===== config.mk =====
export PLATFORM = sky130hd
export DESIGN_NAME = shift_op_sequencer
export DESIGN_NICKNAME = d
export VERILOG_FILES = /design/src/rtl/shift_op_sequencer_pkg.sv /design/src/rtl/shift_op_sequencer_shifters.sv /design/src/rtl/shift_op_sequencer.sv
export SDC_FILE = /design/constraint.sdc
export NUM_CORES = 1
export LEC_CHECK = 0
export ABC_AREA = 1
export ABC_CLOCK_PERIOD_IN_PS = 4840
export CORE_ASPECT_RATIO = 0.6
export CORE_UTILIZATION = 40
export DETAILED_ROUTE_END_ITERATION = 7
export PLACE_DENSITY = 0.76
export REMOVE_ABC_BUFFERS = 1
export SYNTH_ARGS = -nofsm -noshare
export SYNTH_HDL_FRONTEND = slang
export SYNTH_HIERARCHICAL = 1
export SYNTH_SLANG_ARGS = --single-unit

===== constraint.sdc =====
create_clock -name clk -period 4.84 [get_ports clk]
set_input_delay 1.452 -clock clk [delete_from_list [all_inputs] [get_ports clk]]
set_output_delay 1.452 -clock clk [all_outputs]
set_load 0.005 [all_outputs]

===== src/rtl/shift_op_sequencer_pkg.sv =====
// Shared constants for the multi-pass shift sequencer: FSM state
// encodings, shift direction encoding and the per-pass step limit.
package shift_op_sequencer_pkg;

  localparam logic [1:0] ST_IDLE  = 2'd0;
  localparam logic [1:0] ST_SHIFT = 2'd1;
  localparam logic [1:0] ST_DONE  = 2'd2;

  localparam logic DIR_LEFT  = 1'b0;
  localparam logic DIR_RIGHT = 1'b1;

  // Largest amount the combinational shifter handles in one pass.
  localparam logic [2:0] MAX_STEP = 3'd7;

endpackage


===== src/rtl/shift_op_sequencer_shifters.sv =====
// Combinational 8-bit logical shifter with a 3-bit shift amount.
// choice selects the direction; vacated bits are filled with zero.
module shifters
  import shift_op_sequencer_pkg::*;
(
  input  logic [7:0] a,
  input  logic [2:0] amt,
  input  logic       choice,
  output logic [7:0] y
);

  // Single logical shift in the requested direction.
  always_comb begin
    if (choice == DIR_RIGHT) y = a >> amt;
    else                     y = a << amt;
  end

endmodule


===== src/rtl/shift_op_sequencer.sv =====
// Multi-pass shift sequencer. Accepts a command of up to 2^AMT_W-1
// positions and feeds the operand through the 3-bit shifter one pass
// per cycle (at most 7 positions each) until the amount is exhausted.
//
// state    | meaning
// ---------+---------------------------------------------------
// ST_IDLE  | waiting for a command, in_ready high
// ST_SHIFT | one shifter pass per cycle until rem_r reaches 0
// ST_DONE  | result presented, waiting for out_ready
module shift_op_sequencer
  import shift_op_sequencer_pkg::*;
#(
  parameter int AMT_W = 5
) (
  input  logic             clk,
  input  logic             reset,
  input  logic             in_valid,
  output logic             in_ready,
  input  logic [7:0]       in_data,
  input  logic [AMT_W-1:0] in_amt,
  input  logic             in_dir,
  output logic             out_valid,
  input  logic             out_ready,
  output logic [7:0]       out_data,
  output logic             busy
);

  logic [1:0]       state_r;
  logic [7:0]       data_r;
  logic [AMT_W-1:0] rem_r;
  logic             dir_r;

  logic [2:0]       step;
  logic [AMT_W-1:0] rem_next;
  logic [7:0]       shift_y;

  // Clamp each pass to what the shifter can do and compute the remainder.
  always_comb begin
    if (rem_r > AMT_W'(MAX_STEP)) step = MAX_STEP;
    else                          step = rem_r[2:0];
    rem_next = rem_r - AMT_W'(step);
  end

  shifters u_shifters (
    .a      (data_r),
    .amt    (step),
    .choice (dir_r),
    .y      (shift_y)
  );

  // Command capture, pass iteration and output handshake.
  always_ff @(posedge clk or posedge reset) begin
    if (reset) begin
      state_r <= ST_IDLE;
      data_r  <= 8'h00;
      rem_r   <= '0;
      dir_r   <= DIR_LEFT;
    end else begin
      case (state_r)
        ST_IDLE: begin
          if (in_valid) begin
            data_r  <= in_data;
            rem_r   <= in_amt;
            dir_r   <= in_dir;
            state_r <= (in_amt != '0) ? ST_SHIFT : ST_DONE;
          end
        end
        ST_SHIFT: begin
          data_r <= shift_y;
          rem_r  <= rem_next;
          if (rem_next == '0) state_r <= ST_DONE;
        end
        ST_DONE: begin
          if (out_ready) state_r <= ST_IDLE;
        end
        default: state_r <= ST_IDLE;
      endcase
    end
  end

  // Handshake flags come from registered state only.
  always_comb begin
    in_ready  = (state_r == ST_IDLE);
    out_valid = (state_r == ST_DONE);
    busy      = (state_r != ST_IDLE);
    out_data  = data_r;
  end

endmodule


==> results of run 1 <==
-- sequential cells by signal, indices dropped and copies added, names as in the netlist --
register	flops
dir_r	1
out_data	8
rem_r	5
state_r	2
-- critical path, stage by stage (launching register included) --
cell and delay, ns:
dfrtp_1 0.43, nor2_2 0.23, clkdlybuf4s50_1 0.55
-- cells by family after synthesis --
family | synth area share [%]
buffers and inverters | 10.0
and+or+nand+nor | 47.5
xor gates and xnor gates | 0.626
adders and majority gates | 0.894
AOI/OAI and AO/OA | 11.6
muxes | 0.804
DFF | 28.6
-- worst max path at each step --
stage | to | slack, ns | cells after the start
3_5_place_dp | in_ready | 2.18 | 2
5_1_grt | busy | 1.85 | 3
3_3_place_gp | in_ready | 2.22 | 2
2_1_floorplan | busy | 2.68 | 2
6_report | in_ready | 1.92 | 2
4_1_cts | in_ready | 1.91 | 2
-- Yosys cell counts (3+ instances only) --
library cell | n | area (um2)
dfrtp_1 | 16 | 400
buf_6 | 3 | 33.8
inv_1 | 15 | 56.3
nand2_1 | 49 | 184
o21ai_0 | 8 | 40.0
nor2_4 | 3 | 33.8
inv_2 | 3 | 11.3
nand2_2 | 3 | 18.8
nand3_1 | 55 | 275
o31ai_1 | 9 | 67.6
nor2_1 | 27 | 101
-- stage by stage --
stage / setup WS, ns / area [um2]
after floorplan: 2.68 / 1350
after global placement: 2.22 / 1680
after detailed placement: 2.18 / 1680
after CTS: 1.91 / 1720
after global routing: 1.85 / 1720
final: 1.92 / 1720
-- layout make-up --
class,count,share of cell area [%]
multi-input cells,169,49.9
inverters,21,5.01
well taps,45,3.27
repair buffers,28,16.3
flip-flops and latches,16,23.2
clock buffers,3,2.39
-- per-layer routing --
metal | track usage, % | part of all wire, %
met1 | 35.4 | 51
met2 | 33.3 | 37
met3 | 4.57 | 11
met4 | 4.44 | 0.47
met5 | 0 | 0
-- power by group through the flow --
stage / registers (mW) / logic (mW) / clock network [mW]
after floorplan: 0.265 / 0.599 / 0
after global placement: 0.277 / 0.828 / 0
after detailed placement: 0.280 / 0.842 / 0
after CTS: 0.279 / 0.845 / 0.104
after global routing: 0.290 / 0.968 / 0.108
final: 0.279 / 0.853 / 0.101
==> impl_results.md, run 1 <==
- Synth-to-Final Area Change: 23.1%
- Worst Skew: 0.00376 ns
- GRT overflow: 0
- Tot Pwr: 1.23 mW
- Synth warnings: 6
- Period utilisation layout: 60.3%
- Post-CTS Hold Buffers: 0
- Highest fanout seen on the critical path: 5
- Most frequent cells in the layout: nand3_1 (55), nand2_1 (49), clkdlybuf4s50_1 (28)
- Critical path startpoint category: register
- Clk slew on worst S/H paths: 0.06 ns
- I/O pin count: 29
- Starting Density: 42.4%
- Number of synthesized flops with an enable pin: 0
- Primary FF master, synth: dfrtp_1
- Layout cells sized above 1: 9.28%
- Storage cell area: 400 um2
- Worst R2R Start: rem_r[3]
- Vias: 1506
- Vias/cell: 5.34
- Clock Power Share: 8.2%
- FF+latch count, synth: 16
- Hold WS: 0.497 ns
- Flop2flop setup slack: 2.71 ns
- Maximum root-to-sink buffer count: 2
- CTS H-tree depth: 1
- Count of cell types in the netlist: 28
- ANT cells: 0
- Peak supply drop: 0.392 mV
- Switch Pwr: 0.648 mW
- Initial DRC count: 245
- Crit path DAT: 1.47 ns
- Clk_lat worst skew: 0.25 ns
- Die area: 3750 um2
- Placer Congestion: 0.919
- Fin cells: 282
- First-pass GRT wire length: 6400 um
- Pint: 0.584 mW
- Vias in the first global route: 1353
- WL/cell: 12.9 um
- Critical Path RT: 3.39 ns
- Sequential share of power: 22.6%
- Cts bufs inserted: 3
- Residual DRC: 0
- Min-delay worst type: register to register
- Pin count of the biggest net entering global routing: 20
- Final setup viols: 0
- CTS sink cnt: 16
- Rows: 16
- Post-DP HPWL: 2830 um
- Sw Ratio: 52.6%
- Synth async-reset ratio: 100%
- Post-CTS setup repair buffer count: 0
- Max-slew violation total from the final report: 0
- Endpoints failing hold: 0
- Cells after Synth: 212
- CP Class: register to primary output
- Number of max-cap violations: 0
- Multi-input gate area: 860 um2
- Final min period: 2.92 ns
- Post-synthesis sequential area ratio: 28.6%
- Width of the die: 78.4 um
- Root buffer selected by CTS: clkbuf_8
- Placed Cells: 279
- PD cells: 715 nW/um2
- Status: complete, no violations
- Fmax: 0.343 GHz
- Reg2Reg Depth: 10
- Drt total wl: 3640 um
- Pleak: 0.812 nW
- Hold Startpoint: rem_r[1]
- Combinational Power Share: 69.2%
- Fill cells: 348
- Finished Core Util: 52.2%
- Port bufs: 28
- Critical Path Start: state_r[0]
- Post_cts resized: 0
- Routed Antenna Nets: 0
- Worst Hold End: rem_r[1]
- TritonCTS clock tree: done
- Cells on Worst Hold Path: 2
- Mean Syn Cell Area: 6.60 um2
- Cell Area, Synth: 1400 um2
- Rel. slew slack: 58.7%
- Commonest non-fill, non-tap cell in the layout: nand3_1
- Initial antenna violation count: 0
- All-Layer GR Usage: 23.0%
- Pre-antenna DRT Iters: 5
- Layout net count: 258
- Die Span Y: 47.8 um
- RR Endpoint: out_data[4]
- RSZ-0062 raised after global routing: no
- CORE AREA: 3300 um2
- Worst Setup End Kind: primary output
- Sum Neg Setup Slack: 0 ns
- Worst-margin pin slew: 0.619 ns
Power figures use the tool's default switching activity.
==> run 2, diff against run 1 <==
--- a/config.mk
+++ b/config.mk
@@ -6,11 +6,11 @@
 export NUM_CORES = 1
 export LEC_CHECK = 0
 export ABC_AREA = 1
-export ABC_CLOCK_PERIOD_IN_PS = 4840
+export ABC_CLOCK_PERIOD_IN_PS = 2400
 export CORE_ASPECT_RATIO = 0.6
 export CORE_UTILIZATION = 40
 export DETAILED_ROUTE_END_ITERATION = 7
-export PLACE_DENSITY = 0.76
+export PLACE_DENSITY = 0.78
 export REMOVE_ABC_BUFFERS = 1
 export SYNTH_ARGS = -nofsm -noshare
 export SYNTH_HDL_FRONTEND = slang
==> constraint.sdc (replaced) <==
create_clock -name clk -period 2.4 [get_ports clk]
set_input_delay 0.72 -clock clk [delete_from_list [all_inputs] [get_ports clk]]
set_output_delay 0.72 -clock clk [all_outputs]
set_load 0.005 [all_outputs]
==> impl_results.md, run 2 (synthesized netlist as in run 1, its figures left out) <==
- Port bufs: 28
- Finished Core Util: 52.8%
- Slowest-stage cell, CP: clkdlybuf4s50_1
- Rel. slew slack: 58.2%
- Worst-margin pin slew: 0.626 ns
- First-pass GRT wire length: 6180 um
- Final setup viols: 0
- Pleak: 0.823 nW
- Highest fanout seen on the critical path: 5
- Worst Skew: 0.00211 ns
- Width of the die: 78.4 um
- Placer Congestion: 0.963
- Setup WS pre-CTS: 0.460 ns
- Vias/cell: 5.47
- Endpoints failing hold: 0
- Post_cts resized: 0
- Initial DRC count: 174
- Initial antenna violation count: 0
- PD cells: 1460 nW/um2
- Residual DRC: 0
- Pin count of the biggest net entering global routing: 20
- Clk slew on worst S/H paths: 0.06 ns
- Vias: 1553
- ANT cells: 0
- Die Span Y: 47.8 um
- CP Class: register to primary output
- Fill cells: 333
- Number of max-cap violations: 0
- I/O pin count: 29
- Crit path DAT: 1.47 ns
- Post-CTS setup repair buffer count: 0
- Largest register FFs: 8
- GRT overflow: 0
- WL/cell: 13.2 um
- Layout net count: 259
- Cts bufs inserted: 3
- CORE AREA: 3300 um2
- Commonest non-fill, non-tap cell in the layout: nand3_1
- Status: complete, no violations
- RSZ-0062 raised after global routing: no
- CP Cell Sequence: nor2_2 > clkdlybuf4s50_1
- Root buffer selected by CTS: clkbuf_8
- Crit path largest cell delay: 0.55 ns
- TritonCTS clock tree: done
- Rows: 16
- Fmax: 0.458 GHz
- Critical Path RT: 1.68 ns
- Synth-to-Final Area Change: 24.7%
- Post-CTS Hold Buffers: 0
- Worst Setup End Kind: primary output
- Drt total wl: 3750 um
- Maximum root-to-sink buffer count: 2
- Critical path startpoint category: register
- Cells on Worst Hold Path: 2
- Min-delay worst type: register to register
- Vias in the first global route: 1251
- CTS H-tree depth: 1
- Peak supply drop: 0.663 mV
- All-Layer GR Usage: 22.3%
- Reg2Reg Depth: 11
- Clk_lat worst skew: 0.25 ns
- CTS sink cnt: 16
- Post-DP HPWL: 2870 um
- Period utilisation layout: 91.1%
- Routed Antenna Nets: 0
- Layout cells sized above 1: 10.0%
- Pre-antenna DRT Iters: 6
- Max-slew violation total from the final report: 0
- Final WS setup: 0.215 ns
- Die area: 3750 um2
- Sum Neg Setup Slack: 0 ns
- Most frequent cells in the layout: nand3_1 (55), nand2_1 (49), clkdlybuf4s50_1 (28)
- Starting Density: 42.4%
- Final min period: 2.19 ns
run 2: cell count changes in the layout (fill, tap and decap cells not counted):
cell      before  now
clkbuf_8       3    4
buf_4          0    1
run 2: cell type report:
type / count / area (um2) / share of cell area, %
sequential: 16 / 400 / 22.9
timing repair buffer: 29 / 288 / 16.5
multi-input combinational: 169 / 860 / 49.2
tap: 45 / 56.3 / 3.23
inverter: 21 / 86.3 / 4.95
clock buffer: 4 / 55.1 / 3.15
run 2: report_power, final:
| group | leakage, nW | total (mW) | internal, mW | switching (mW) |
|---|---|---|---|---|
| Sequential | 0.194 | 0.563 | 0.413 | 0.150 |
| Combinational | 0.600 | 1.75 | 0.664 | 1.08 |
| Clock | 0.0288 | 0.241 | 0.146 | 0.0955 |
run 2: per-layer routing:
metal / part of all wire [%] / routed length (um) / vias up / track usage (%)
met1: 51 / 1900 / 692 / 33.7
met2: 39 / 1470 / 94 / 33.5
met4: 0.21 / 8 / 0 / 3.33
met3: 9.8 / 368 / 2 / 4.57
met5: 0 / 0 / - / 0
li1: - / - / 765 / -
run 2: worst paths after layout:
kind | start | endpoint | slack (ns)
min | rem_r[1] | rem_r[1] | 0.49
max | state_r[0] | in_ready | 0.21
min reg2reg | rem_r[1] | rem_r[1] | 0.49
min in group asynchronous | reset | state_r[1] | 0.84
max in group asynchronous | reset | rem_r[0] | 1.16
max reg2reg | rem_r[3] | out_data[0] | 0.38
run 2: stage by stage:
step	hold WS (ns)	cells	power [mW]	area, um2
2_1_floorplan	0.452	206	1.74	1350
3_3_place_gp	0.471	280	2.26	1690
3_5_place_dp	0.476	280	2.27	1690
4_1_cts	0.492	284	2.52	1750
5_1_grt	0.524	284	2.79	1750
6_report	0.489	284	2.55	1750
run 2: critical path: cells and delay by family (launching register included):
kind                   cells  cell delay, ns
and+or+nand+nor            1            0.24
buffers and inverters      1            0.55
DFF                        1            0.43
==> run 3, diff against run 2 <==
--- a/config.mk
+++ b/config.mk
@@ -10,6 +10,7 @@
 export CORE_ASPECT_RATIO = 0.6
 export CORE_UTILIZATION = 40
 export DETAILED_ROUTE_END_ITERATION = 7
+export GPL_ROUTABILITY_DRIVEN = 0
 export PLACE_DENSITY = 0.78
 export REMOVE_ABC_BUFFERS = 1
 export SYNTH_ARGS = -nofsm -noshare
==> constraint.sdc (replaced) <==
create_clock -name clk -period 2.4 [get_ports clk]
set_input_delay 0.24 -clock clk [delete_from_list [all_inputs] [get_ports clk]]
set_output_delay 0.24 -clock clk [all_outputs]
set_load 0.005 [all_outputs]
==> impl_results.md, run 3 (synthesized netlist as in run 1, its figures left out) <==
- Critical path startpoint category: register
- Pleak: 0.816 nW
- Final WS setup: 0.375 ns
- Rel. slew slack: 57.8%
- Drt total wl: 3690 um
- WL/cell: 13.0 um
- Cts bufs inserted: 3
- First-pass GRT wire length: 6230 um
- Slowest-stage cell, CP: dfrtp_1
- Endpoints failing hold: 0
- Fill cells: 336
- Post-DP HPWL: 2840 um
- Die Span Y: 47.8 um
- Post-CTS setup repair buffer count: 0
- Initial antenna violation count: 0
- Vias in the first global route: 1313
- Post_cts resized: 0
- Highest fanout seen on the critical path: 9
- Rows: 16
- CTS sink cnt: 16
- Min-delay worst type: input pin to async pin
- Routed Antenna Nets: 0
- Port bufs: 28
- Vias: 1488
- Sum Neg Setup Slack: 0 ns
- Width of the die: 78.4 um
- GRT overflow: 0
- Post-CTS Hold Buffers: 0
- Period utilisation layout: 84.4%
- Final setup viols: 0
- TritonCTS clock tree: done
- Max-slew violation total from the final report: 0
- Initial DRC count: 211
- Die area: 3750 um2
- Largest register FFs: 8
- Buf+Inv Stages, Crit Path: 3
- Worst Skew: 0.0111 ns
- CORE AREA: 3300 um2
- Cell family with most CP delay: simple AND/OR/NAND/NOR gates
- Peak supply drop: 0.678 mV
- Pin count of the biggest net entering global routing: 20
- Clk_lat worst skew: 0.26 ns
- Maximum root-to-sink buffer count: 2
- CP Class: register to register
- Fmax: 0.494 GHz
- Synth-to-Final Area Change: 23.7%
- PD cells: 1450 nW/um2
- Root buffer selected by CTS: clkbuf_8
- Most frequent cells in the layout: nand3_1 (55), nand2_1 (49), clkdlybuf4s50_1 (28)
- Commonest non-fill, non-tap cell in the layout: nand3_1
- Crit path DAT: 2.18 ns
- Vias/cell: 5.26
- Worst Setup End Kind: register
- Crit path largest cell delay: 0.40 ns
- Layout net count: 259
- Layout cells sized above 1: 9.66%
- All-Layer GR Usage: 22.4%
- Clk slew on worst S/H paths: 0.07 ns
- Status: complete, no violations
- CTS H-tree depth: 1
- Residual DRC: 0
- Pre-antenna DRT Iters: 4
- I/O pin count: 29
- Setup WS pre-CTS: 0.443 ns
- Final min period: 2.02 ns
- ANT cells: 0
- Critical Path RT: 2.56 ns
- Number of max-cap violations: 0
- Tot Pwr: 2.52 mW
- Starting Density: 42.4%
- RSZ-0062 raised after global routing: no
- CP Cell Sequence: inv_1 > nand2_1 > inv_1 > nand2_1 > inv_2 > nand2_1 > nand3_1 > nand3_1 > nand3_1 > nor2_1 > o31ai_1
- Worst-margin pin slew: 0.633 ns
## run 3: cell types whose count changed in the layout (fill, tap and decap cells not counted), sizes merged
| cell | change |
|---|---|
| clkbuf | -1 |
## run 3: stage by stage
stage               instances  utilization, %  hold WS, ns  instance area (um2)
finish                    283            52.4        0.359                 1730
global route              283            52.4        0.425                 1730
CTS                       283            52.4        0.385                 1730
detailed placement        280            51.2        0.491                 1690
global placement          280            51.2        0.473                 1690
floorplan                 206               -        0.154                 1350
## run 3: path summary, 6_finish.rpt
kind / from / cells after the start / to / slack, ns
max in group asynchronous: reset / 2 / out_data[2] / 1.62
max: rem_r[3] / 11 / out_data[3] / 0.38
max reg2reg: rem_r[3] / 11 / out_data[3] / 0.38
min in group clk: rem_r[1] / 2 / rem_r[1] / 0.52
min: reset / 2 / rem_r[4] / 0.36
min reg2reg: rem_r[1] / 2 / rem_r[1] / 0.52
## run 3: power by group
part           switching, mW  internal (mW)  total [mW]
combinational           1.08          0.665        1.75
sequential             0.149          0.413       0.561
clock                 0.0968          0.112       0.208
total                   1.33           1.19        2.52
## run 3: area by class of cell
cell class / instances / area [um2] / area share, %
Timing Repair Buffer: 29 / 288 / 16.6
Clock buffer: 3 / 41.3 / 2.38
Sequential cell: 16 / 400 / 23.1
Multi-Input combinational cell: 169 / 860 / 49.6
Inverter: 21 / 86.3 / 4.99
Tap cell: 45 / 56.3 / 3.25
## run 3: routing by layer
layer | share of wire, % | track usage, % | vias to the layer above
met5 | 0 | 0 | -
li1 | - | - | 766
met1 | 51 | 32.5 | 640
met2 | 38 | 33.2 | 80
met3 | 12 | 7.05 | 2
met4 | 0.081 | 3.33 | 0
